`config.mk`:
```
export PLATFORM = sky130hd
export DESIGN_NAME = fma_dot_sequencer
export DESIGN_NICKNAME = d
export VERILOG_FILES = /design/src/rtl/fma_seq_pkg.sv /design/src/rtl/operand_buffer.sv /design/src/rtl/fma_dot_sequencer.sv
export SDC_FILE = /design/constraint.sdc
export NUM_CORES = 2
export LEC_CHECK = 0
export ABC_AREA = 1
export CAP_MARGIN = 30
export CORE_MARGIN = 1
export CORE_UTILIZATION = 30
export DETAILED_ROUTE_END_ITERATION = 8
export PLACE_DENSITY = 0.41
export RECOVER_POWER = 50
export SETUP_SLACK_MARGIN = 0.2
export SYNTH_ARGS = -nofsm -noshare
export SYNTH_HDL_FRONTEND = slang
export SYNTH_HIERARCHICAL = 1
export SYNTH_SLANG_ARGS = --single-unit
```
`constraint.sdc`:
```
create_clock -name clk_i -period 3.6 [get_ports clk_i]
set_input_delay 0.54 -clock clk_i [delete_from_list [all_inputs] [get_ports clk_i]]
set_output_delay 0.54 -clock clk_i [all_outputs]
set_load 0.01 [all_outputs]
```
`src/rtl/fma_seq_pkg.sv`:
```
// Shared definitions for the FMA dot-product sequencer: register map,
// STATUS/CTRL bit positions and the sequencer state encoding.
package fma_seq_pkg;

    localparam logic [4:0] REG_CTRL   = 5'h00;
    localparam logic [4:0] REG_STATUS = 5'h04;
    localparam logic [4:0] REG_LEN    = 5'h08;
    localparam logic [4:0] REG_RESULT = 5'h0C;
    localparam logic [4:0] REG_A_PUSH = 5'h10;
    localparam logic [4:0] REG_B_PUSH = 5'h14;
    localparam int         REG_SPAN   = 'h14;

    localparam int CTRL_START = 0;
    localparam int CTRL_CLEAR = 1;

    localparam int STAT_BUSY     = 0;
    localparam int STAT_DONE     = 1;
    localparam int STAT_ERR      = 2;
    localparam int STAT_OVF      = 3;
    localparam int STAT_ACNT_LSB = 8;
    localparam int STAT_BCNT_LSB = 16;

    typedef enum logic [1:0] {
        S_IDLE,
        S_ISSUE,
        S_WAIT,
        S_FIN
    } seq_state_e;

endpackage

```
`src/rtl/operand_buffer.sv`:
```
// Append-only operand store: pushes land at the current count, reads are
// random-access by element index.
module operand_buffer #(
    parameter int XLEN  = 32,
    parameter int DEPTH = 16
) (
    input  logic                       clk_i,
    input  logic                       rst_ni,
    input  logic                       push_i,
    input  logic                       clear_i,
    input  logic [XLEN-1:0]            data_i,
    input  logic [$clog2(DEPTH)-1:0]   rd_idx_i,
    output logic [XLEN-1:0]            rd_data_o,
    output logic [$clog2(DEPTH):0]     cnt_o,
    output logic                       full_o
);
    localparam int IW = $clog2(DEPTH);
    localparam int CW = IW + 1;

    logic [XLEN-1:0] mem [DEPTH];
    logic [CW-1:0]   cnt_q;

    assign cnt_o     = cnt_q;
    assign full_o    = (cnt_q == CW'(DEPTH));
    assign rd_data_o = mem[rd_idx_i];

    always_ff @(posedge clk_i) begin
        if (!rst_ni) begin
            cnt_q <= '0;
        end else if (clear_i) begin
            cnt_q <= '0;
        end else if (push_i && !full_o) begin
            cnt_q <= cnt_q + 1'b1;
        end
    end

    // NOTE: storage is deliberately not reset; cnt_q alone defines which entries are valid.
    always_ff @(posedge clk_i) begin
        if (push_i && !full_o) begin
            mem[cnt_q[IW-1:0]] <= data_i;
        end
    end

endmodule

```
`src/rtl/fma_dot_sequencer.sv`:
```
// Bus-mapped controller that drives an external FMA core one element at a
// time to accumulate the dot product of the A and B operand buffers.
module fma_dot_sequencer
    import fma_seq_pkg::*;
#(
    parameter int              XLEN  = 32,
    parameter logic [XLEN-1:0] BASE  = 32'hC4300000,
    parameter int              DEPTH = 16
) (
    input  logic            clk_i,
    input  logic            rst_ni,
    input  logic            en_i,
    input  logic            we_i,
    input  logic [XLEN-1:0] addr_i,
    input  logic [XLEN-1:0] data_i,
    output logic            ready_o,
    output logic [XLEN-1:0] data_o,
    output logic            fma_a_tvalid_o,
    output logic            fma_b_tvalid_o,
    output logic            fma_c_tvalid_o,
    output logic [XLEN-1:0] fma_a_tdata_o,
    output logic [XLEN-1:0] fma_b_tdata_o,
    output logic [XLEN-1:0] fma_c_tdata_o,
    input  logic            fma_res_tvalid_i,
    input  logic [XLEN-1:0] fma_res_tdata_i
);
    localparam int IW = $clog2(DEPTH);
    localparam int CW = IW + 1;

    seq_state_e      state_q;
    logic [IW-1:0]   idx_q, rd_idx;
    logic [XLEN-1:0] acc_q, result_q, rdata, status;
    logic [7:0]      len_q;
    logic            done_q, err_q, ovf_q, op_valid_q, busy;
    logic            in_win, wr, ctrl_wr, start_req, clear_req, a_push_req, b_push_req;
    logic [4:0]      off;
    logic [XLEN-1:0] a_rd, b_rd;
    logic [CW-1:0]   a_cnt, b_cnt;
    logic            a_full, b_full;

    // Offset arithmetic only needs the low bits once the window check passes.
    assign in_win     = en_i && (addr_i >= BASE) && ((addr_i - BASE) <= XLEN'(REG_SPAN));
    assign off        = addr_i[4:0] - BASE[4:0];
    assign wr         = in_win && we_i;
    assign busy       = (state_q != S_IDLE);
    assign ctrl_wr    = wr && (off == REG_CTRL);
    assign start_req  = ctrl_wr && data_i[CTRL_START];
    assign clear_req  = ctrl_wr && data_i[CTRL_CLEAR] && !busy;
    assign a_push_req = wr && (off == REG_A_PUSH);
    assign b_push_req = wr && (off == REG_B_PUSH);

    // The next element is fetched while waiting so it is ready when the result lands.
    assign rd_idx = (state_q == S_WAIT) ? idx_q + 1'b1 : '0;

    assign fma_a_tvalid_o = op_valid_q;
    assign fma_b_tvalid_o = op_valid_q;
    assign fma_c_tvalid_o = op_valid_q;

    operand_buffer #(.XLEN(XLEN), .DEPTH(DEPTH)) u_buf_a (
        .clk_i, .rst_ni,
        .push_i   (a_push_req && !busy),
        .clear_i  (clear_req),
        .data_i,
        .rd_idx_i (rd_idx),
        .rd_data_o(a_rd),
        .cnt_o    (a_cnt),
        .full_o   (a_full)
    );

    operand_buffer #(.XLEN(XLEN), .DEPTH(DEPTH)) u_buf_b (
        .clk_i, .rst_ni,
        .push_i   (b_push_req && !busy),
        .clear_i  (clear_req),
        .data_i,
        .rd_idx_i (rd_idx),
        .rd_data_o(b_rd),
        .cnt_o    (b_cnt),
        .full_o   (b_full)
    );

    // NOTE: every combinational output gets a default first so no latch is inferred.
    always_comb begin
        status                            = '0;
        status[STAT_BUSY]                 = busy;
        status[STAT_DONE]                 = done_q;
        status[STAT_ERR]                  = err_q;
        status[STAT_OVF]                  = ovf_q;
        status[STAT_ACNT_LSB +: 8]        = 8'(a_cnt);
        status[STAT_BCNT_LSB +: 8]        = 8'(b_cnt);
        rdata = '0;
        case (off)
            REG_STATUS: rdata = status;
            REG_LEN:    rdata = XLEN'(len_q);
            REG_RESULT: rdata = result_q;
            default:    rdata = '0;
        endcase
    end

    // NOTE: state is updated with non-blocking assignments so every register sees pre-edge values.
    always_ff @(posedge clk_i) begin
        if (!rst_ni) begin
            ready_o <= 1'b0;
            data_o  <= '0;
            len_q   <= '0;
            ovf_q   <= 1'b0;
        end else begin
            ready_o <= in_win;
            data_o  <= (in_win && !we_i) ? rdata : '0;
            if (wr && (off == REG_LEN) && !busy) begin
                len_q <= data_i[7:0];
            end
            if (clear_req) begin
                ovf_q <= 1'b0;
            end else if ((a_push_req && (busy || a_full)) || (b_push_req && (busy || b_full))) begin
                ovf_q <= 1'b1;
            end
        end
    end

    always_ff @(posedge clk_i) begin
        if (!rst_ni) begin
            state_q       <= S_IDLE;
            idx_q         <= '0;
            acc_q         <= '0;
            result_q      <= '0;
            done_q        <= 1'b0;
            err_q         <= 1'b0;
            op_valid_q    <= 1'b0;
            fma_a_tdata_o <= '0;
            fma_b_tdata_o <= '0;
            fma_c_tdata_o <= '0;
        end else begin
            case (state_q)
                S_IDLE: begin
                    // CLEAR wins if both command bits arrive in one write.
                    if (clear_req) begin
                        done_q <= 1'b0;
                        err_q  <= 1'b0;
                    end else if (start_req) begin
                        if (len_q > 8'(a_cnt) || len_q > 8'(b_cnt)) begin
                            err_q <= 1'b1;
                        end else if (len_q == 8'd0) begin
                            result_q <= '0;
                            done_q   <= 1'b1;
                        end else begin
                            state_q       <= S_ISSUE;
                            idx_q         <= '0;
                            acc_q         <= '0;
                            done_q        <= 1'b0;
                            err_q         <= 1'b0;
                            op_valid_q    <= 1'b1;
                            fma_a_tdata_o <= a_rd;
                            fma_b_tdata_o <= b_rd;
                            fma_c_tdata_o <= '0;
                        end
                    end
                end
                S_ISSUE: begin
                    op_valid_q <= 1'b0;
                    state_q    <= S_WAIT;
                end
                S_WAIT: begin
                    if (fma_res_tvalid_i) begin
                        acc_q <= fma_res_tdata_i;
                        if (8'(idx_q) == len_q - 8'd1) begin
                            state_q <= S_FIN;
                        end else begin
                            idx_q         <= idx_q + 1'b1;
                            state_q       <= S_ISSUE;
                            op_valid_q    <= 1'b1;
                            fma_a_tdata_o <= a_rd;
                            fma_b_tdata_o <= b_rd;
                            fma_c_tdata_o <= fma_res_tdata_i;
                        end
                    end
                end
                S_FIN: begin
                    result_q <= acc_q;
                    done_q   <= 1'b1;
                    state_q  <= S_IDLE;
                end
                default: state_q <= S_IDLE;
            endcase
        end
    end

endmodule

```
# Yosys cells after proc, flatten, opt, wreduce, memory -nomap -nowiden
# Memory sizes are Yosys's and may differ from the RTL's.
# Cells that the tools add are included.
dict set report op_classes {
  n_bitwise 1
  muxes 64
  eq_ne 21
  addsub 5
  magnitude_cmp 4
  reduce_logical 43
}
# op count
set op_table {}
lappend op_table {{32-bit 2-to-1 mux} 23}
lappend op_table {{32-bit case mux with 2 select lines} 5}
lappend op_table {{32-bit case mux with 3 select lines} 1}
lappend op_table {{32-bit greater-or-equal comparator, second input constant} 1}
lappend op_table {{32-bit by 5-bit less-or-equal comparator with 1-bit output, second input constant} 1}
lappend op_table {{32-bit subtractor, second input constant} 1}
lappend op_table {{4-bit 2-to-1 mux} 7}
lappend op_table {{5-bit equality test, second input constant} 4}
lappend op_table {{1-bit logical AND} 18}
lappend op_table {{1-bit 2-to-1 mux} 18}
lappend op_table {{8-bit by 5-bit > comparator with 1-bit output} 2}
lappend op_table {{2-bit inequality test, second input constant} 7}
lappend op_table {{7-bit AND reduction} 2}
lappend op_table {{2-bit 2-to-1 mux} 6}
lappend op_table {{5-bit by 1-bit adder with 5-bit output, second input constant} 2}
lappend op_table {{5-bit by 4-bit equality test with 1-bit output, second input constant} 2}
lappend op_table {{5-bit AND reduction} 2}
lappend op_table {{3-bit inequality test, second input constant} 3}
lappend op_table {{4-bit by 8-bit equality test with 1-bit output} 1}
lappend op_table {{8-bit logical NOT} 1}
lappend op_table {{2-bit case mux with 4 select lines} 1}
lappend op_table {{4-bit case mux with 2 select lines} 1}
lappend op_table {{2-bit nonzero test} 4}
lappend op_table {{8-bit by 1-bit subtractor with 8-bit output, second input constant} 1}
lappend op_table {{16 further kinds} 24}
dict set report totals {
  memories 2
  reg_bits 221
  inputBits 101
  out_inout_bits 132
  word_cells 156
  mem_bits_rw 1024
}
# memory depth width read_ports rd_ports_with_merged_regs write_ports line_no
set memory_table {}
lappend memory_table {u_buf_a.mem 16 32 1 0 1 operand_buffer.sv:20} ;# logic [XLEN-1:0] mem [DEPTH];
lappend memory_table {u_buf_b.mem 16 32 1 0 1 operand_buffer.sv:20}

# Longest topological paths before layout
dict set report depth {
  word_depth 9
  depth_mapped 17
  mapped_depth_nobuf 16
}

# By module
# Netlist, hierarchy kept.
# module area_each_um2 cells_per_inst n_inst seq_area_each_um2
set modules_own_cells {}
lappend modules_own_cells {operand_buffer 22436.5 2146 2 15474.8}
lappend modules_own_cells {fma_dot_sequencer 9412.8 1423 1 4224.1}

# Worst setup path after synthesis
# No wires, ideal clock.
dict set report synth_path {
  path_kind {input to register}
  startpoint {input addr_i[25]}
  endpoint {memory u_buf_a.mem[10][0] (enable)}
  path_stages 12
  setup_ps 387
  t_required_ps 3213
  arrival_ps 2505
  path_buffers 0
  setup_slack_ps 708
  cell_sequence {or2_0 -> nor2_1 -> nand2_1 -> nor2_4 -> nand4_2 -> nor2_1 -> nand2_1 -> nor2_1 -> nand2_2 -> nor2_1 -> nand2_1 -> inv_1}
}
dict set report synth_via {
  elab_chain_len 9
  word_cells_on_any_way 11
  cone_classes {add/sub: 1; order compare: 2; mux: 2; reduce/logical: 6}
}
# element line_no
set synth_rtl {}
lappend synth_rtl {{from (decl)} fma_dot_sequencer.sv:14} ;# input logic [XLEN-1:0] addr_i,
lappend synth_rtl {{32-bit subtractor / 32-bit greater-or-equal comparator (equally long branches)} fma_dot_sequencer.sv:42} ;# assign in_win = en_i && (addr_i >= BASE) && ((addr_i - BASE) <= XLEN'(REG_SPAN));
lappend synth_rtl {{32-bit by 5-bit less-or-equal comparator with 1-bit output / 1-bit logical AND (equally long branches)} fma_dot_sequencer.sv:42}
lappend synth_rtl {{1-bit logical AND (*)} fma_dot_sequencer.sv:42}
lappend synth_rtl {{1-bit logical AND (*)} fma_dot_sequencer.sv:44} ;# assign wr = in_win && we_i;
lappend synth_rtl {{1-bit logical AND (*)} fma_dot_sequencer.sv:49} ;# assign a_push_req = wr && (off == REG_A_PUSH);
lappend synth_rtl {{1-bit logical AND (*)} fma_dot_sequencer.sv:61} ;# .push_i (a_push_req && !busy),
lappend synth_rtl {{1-bit logical AND (*)} operand_buffer.sv:39} ;# if (push_i && !full_o) begin
lappend synth_rtl {{1-bit 2-to-1 mux (*)} operand_buffer.sv:39}
lappend synth_rtl {{1-bit 2-to-1 mux (implied by the code) (*)} operand_buffer.sv:40} ;# mem[cnt_q[IW-1:0]] <= data_i;
lappend synth_rtl {{to (decl)} operand_buffer.sv:20}
# Every way passes the cells marked *; elsewhere a longest branch is shown, timed or not.

# Worst setup path after layout
dict set report layout_path {
  startpoint {input data_i[0]}
  endpoint {memory u_buf_a.mem[0][0] (data pin)}
}
# element line_no
set layout_rtl {}
lappend layout_rtl {{from (decl)} fma_dot_sequencer.sv:15} ;# input logic [XLEN-1:0] data_i,
# Straight into the memory's write port.

==> metrics.md <==
| Metric | Value |
|---|---|
| Num CTS Buffers | `147` |
| Residual DRC | `0` |
| Total power | `30.7 mW` |
| Full die area | `183000 um2` |
| Rows | `155` |
| Worst slew pin tran | `2.86 ns` |
| Post-CTS Hold Buffers | `0` |
| Fraction of layout cells with a size suffix above 1 | `6.94%` |
| Antenna Nets Post-Route | `0` |
| Slew headroom | `-90.8%` |
| Hold Vio Cnt, Final | `0` |
| Final instance area | `64800 um2` |
| Worst Hold Launch | `rst_ni` |
| Core Region | `around 180000 um2` |
| Commonest cells after routing, fill and taps aside | `1792 x nand2_1, 1024 x edfxtp_1, 966 x inv_1` |
| Number of global-route vias before repair | `36200` |
| Worst-Skew Late Latency | `0.78 ns` |
| Area leader, netlist | `edfxtp_1` |
| Dpl ws | `0.163 ns` |
| Area after DPL | `roughly 60000 um2` |
| Die Y | `427 um` |
| Synth Instances | `approximately 5700` |
| CTS tree | `done` |
| Fin crit share | `88.3%` |
| Worst setup margin | `0.420 ns` |
| Clock transition at path regs | `0.06 ns` |
| Top-area cell type share of the netlist area | `56.6%` |
| Fin Setup TNS | `0 ns` |
| Vias | `~38000` |
| Non-Filler Instances | `8473` |
| Async SR Flop Fraction | `0%` |
| Dominant cells by area after synthesis | `edfxtp_1 57%, nand2_1 12%, dfxtp_1 8.1%` |
| Post-DP HPWL | `105 mm` |
| Post-synth EDFFs | `1024` |
| Max-slew violations | `943` |
| CP Data Required Time | `3.83 ns` |
| Routed wire per std cell | `19.6 um` |
| Failing checks | `max-capacitance violations, max-slew violations` |
| Footprint of the multi-input gates | `13500 um2` |
| Main synth FF type | `edfxtp_1` |
| Syn nets | `approximately 5800` |
| Pwr/cell area | `474 nW/um2` |
| Area added between synthesis and finish | `19.4%` |
| Layout Utilization | `36.2%` |
| Die width | `427 um` |
| Max Cap Viol | `30` |
| Via-per-instance ratio | `approximately 4.5` |
| RSZ-0062 raised after global routing | `no` |
| Nets | `6121` |
| Synth unique cells | `39` |
| Synth Warn # | `6` |
| DR iter-0 viols | `2679` |
| CP endpoint | `u_buf_a/mem[0][0]` |
| Worst Setup SP | `data_i[0]` |
| Register Area | `between 30000 and 40000 um2` |
| Leak Pwr | `27.8 nW` |
| Setup Viol. Count Final | `0` |
| CTS root buffer | `clkbuf_16` |
| H-tree Lvls | `4` |
| Fin crit period | `between 3 and 4 ns` |
| 1st-pass router iterations | `5` |
| Placed Cells | `~8200` |
| Reg2reg end | `fma_a_tdata_o[26]` |
| Antenna violations before repair | `8` |
| F_max | `314 MHz` |
| Setup CP Type | `input pin to flip-flop` |
| Synth Cell Area | `between 50000 and 60000 um2` |
| HP Class | `input pin to flip-flop` |
| Worst VDD drop | `0.367 mV` |
| Gr ovfl total | `0` |
| Starting density of the core | `30.3%` |
| All-Layer GR Usage | `between 10% and 20%` |
| Flop-to-flop setup slack | `approximately 0.76 ns` |
| Seq cells post-synth | `approximately 1200` |
| Drt total wl | `approximately 170 mm` |
| Crit end category | `flip-flop` |
| Placer Congestion | `0.783` |
| Setup bufs post-CTS | `0` |
| Number of fill cells | `18200` |
| Port bufs | `232` |
| First-pass GRT wire length | `244 mm` |
| Clock sinks | `1245` |
| R2R cell count | `14` |
| Max clock buf depth | `3` |
| Worst-path maximum fanout | `32` |
| Reg-to-reg startpoint | `u_buf_b/cnt_o[3]` |
| CTS resizes | `0` |
| Io pins | `~230` |
| Register area share after synthesis | `about two thirds` |
| Crit path DAT | `approximately 3.4 ns` |
| Max Clock Skew | `0.0249 ns` |
| Largest net degree at the start of global routing | `around 120` |
| Commonest non-fill, non-tap cell in the layout | `nand2_1` |
| Worst hold margin | `0.181 ns` |
| Synth Area per Inst | `9.50 um2` |
| Status | `complete, but fails checks` |
| Crit path launch type | `input pin` |
==> cells in the mapped netlist (2+ instances only) <==
master / count
a21boi_0: 2
a21oi_1: 40
a221oi_1: 3
buf_1: 41
buf_12: 2
buf_2: 114
buf_4: 9
buf_6: 73
clkbuf_1: 42
clkinv_1: 2
dfxtp_1: 221
edfxtp_1: 1024
ha_1: 24
inv_1: 1003
inv_2: 6
inv_4: 2
nand2_1: 1792
nand2_2: 4
nand3_1: 820
nand4_1: 11
nand4_2: 2
nor2_1: 389
nor2_2: 5
nor2_4: 4
nor3_1: 8
o211ai_1: 2
o21ai_0: 46
o21ai_1: 13
==> worst max-delay path, cell delays in order <==
cell           delay (ns)
dlygate4sd3_1        0.88
clkbuf_1             0.25
clkbuf_1             1.70
==> cell type report <==
type / instances / area share [%]
Multi-Input combinational cell: 3176 / 20.8
Sequential cell: 1245 / 54.2
Clock inverter: 74 / 0.971
Tap cell: 2355 / 4.54
Inverter: 1013 / 5.91
Clock buffer: 192 / 6.30
Antenna cell: 5 / 0.0193
Timing Repair Buffer: 413 / 7.20
==> report_power, final <==
group	switching (mW)	internal [mW]
Clock	6.08	8.57
Combinational	0.383	0.102
Sequential	0.0000000000633	15.6
==> metal layers <==
layer / GRT usage (%) / up-vias / part of all wire (%) / wire length (um)
li1: - / 18700 / - / -
met3: 2.33 / 172 / 3.9 / 6480
met1: 25.6 / 18200 / 47 / 78600
met5: 0 / - / 0 / 0
met4: 4.36 / 0 / 1.9 / 3110
met2: 29.2 / 739 / 47 / 78000
==> how the worst min path moves through the flow <==
| stage | to | cells after the start |
|---|---|---|
| 6_report | fma_b_tdata_o[2] | 3 |
| 5_1_grt | fma_b_tdata_o[4] | 3 |
| 4_1_cts | u_buf_b/mem[0][8] | 1 |
| 3_5_place_dp | data_o[29] | 2 |
| 3_3_place_gp | data_o[15] | 2 |
| 2_1_floorplan | data_o[13] | 2 |
==> cells by family after synthesis <==
logic type / count (synthesis) / synth area share [%]
DFF: 1245 / 64.8
AOI/OAI and AO/OA: 110 / 1.09
xor gates and xnor gates: 1 / 0.0161
and+or+nand+nor: 3041 / 23.2
buffers and inverters: 1294 / 10.4
adders and majority gates: 24 / 0.553
==> registers in the layout, indices dropped and copies added (netlist names) <==
| signal | flops |
|---|---|
| fma_a_tdata_o | 32 |
| ovf_q | 1 |
| idx_q | 4 |
| u_buf_b/mem | 512 |
| u_buf_a/mem | 512 |
| err_q | 1 |
| fma_c_tdata_o | 32 |
| fma_a_tvalid_o | 1 |
| fma_b_tdata_o | 32 |
| done_q | 1 |
| ready_o | 1 |
| len_q | 8 |
| u_buf_a/cnt_o | 5 |
| u_buf_b/cnt_o | 5 |
| data_o | 32 |
| result_q | 32 |
| acc_q | 32 |
| state_q | 2 |
(Power assumes the default switching activity.)
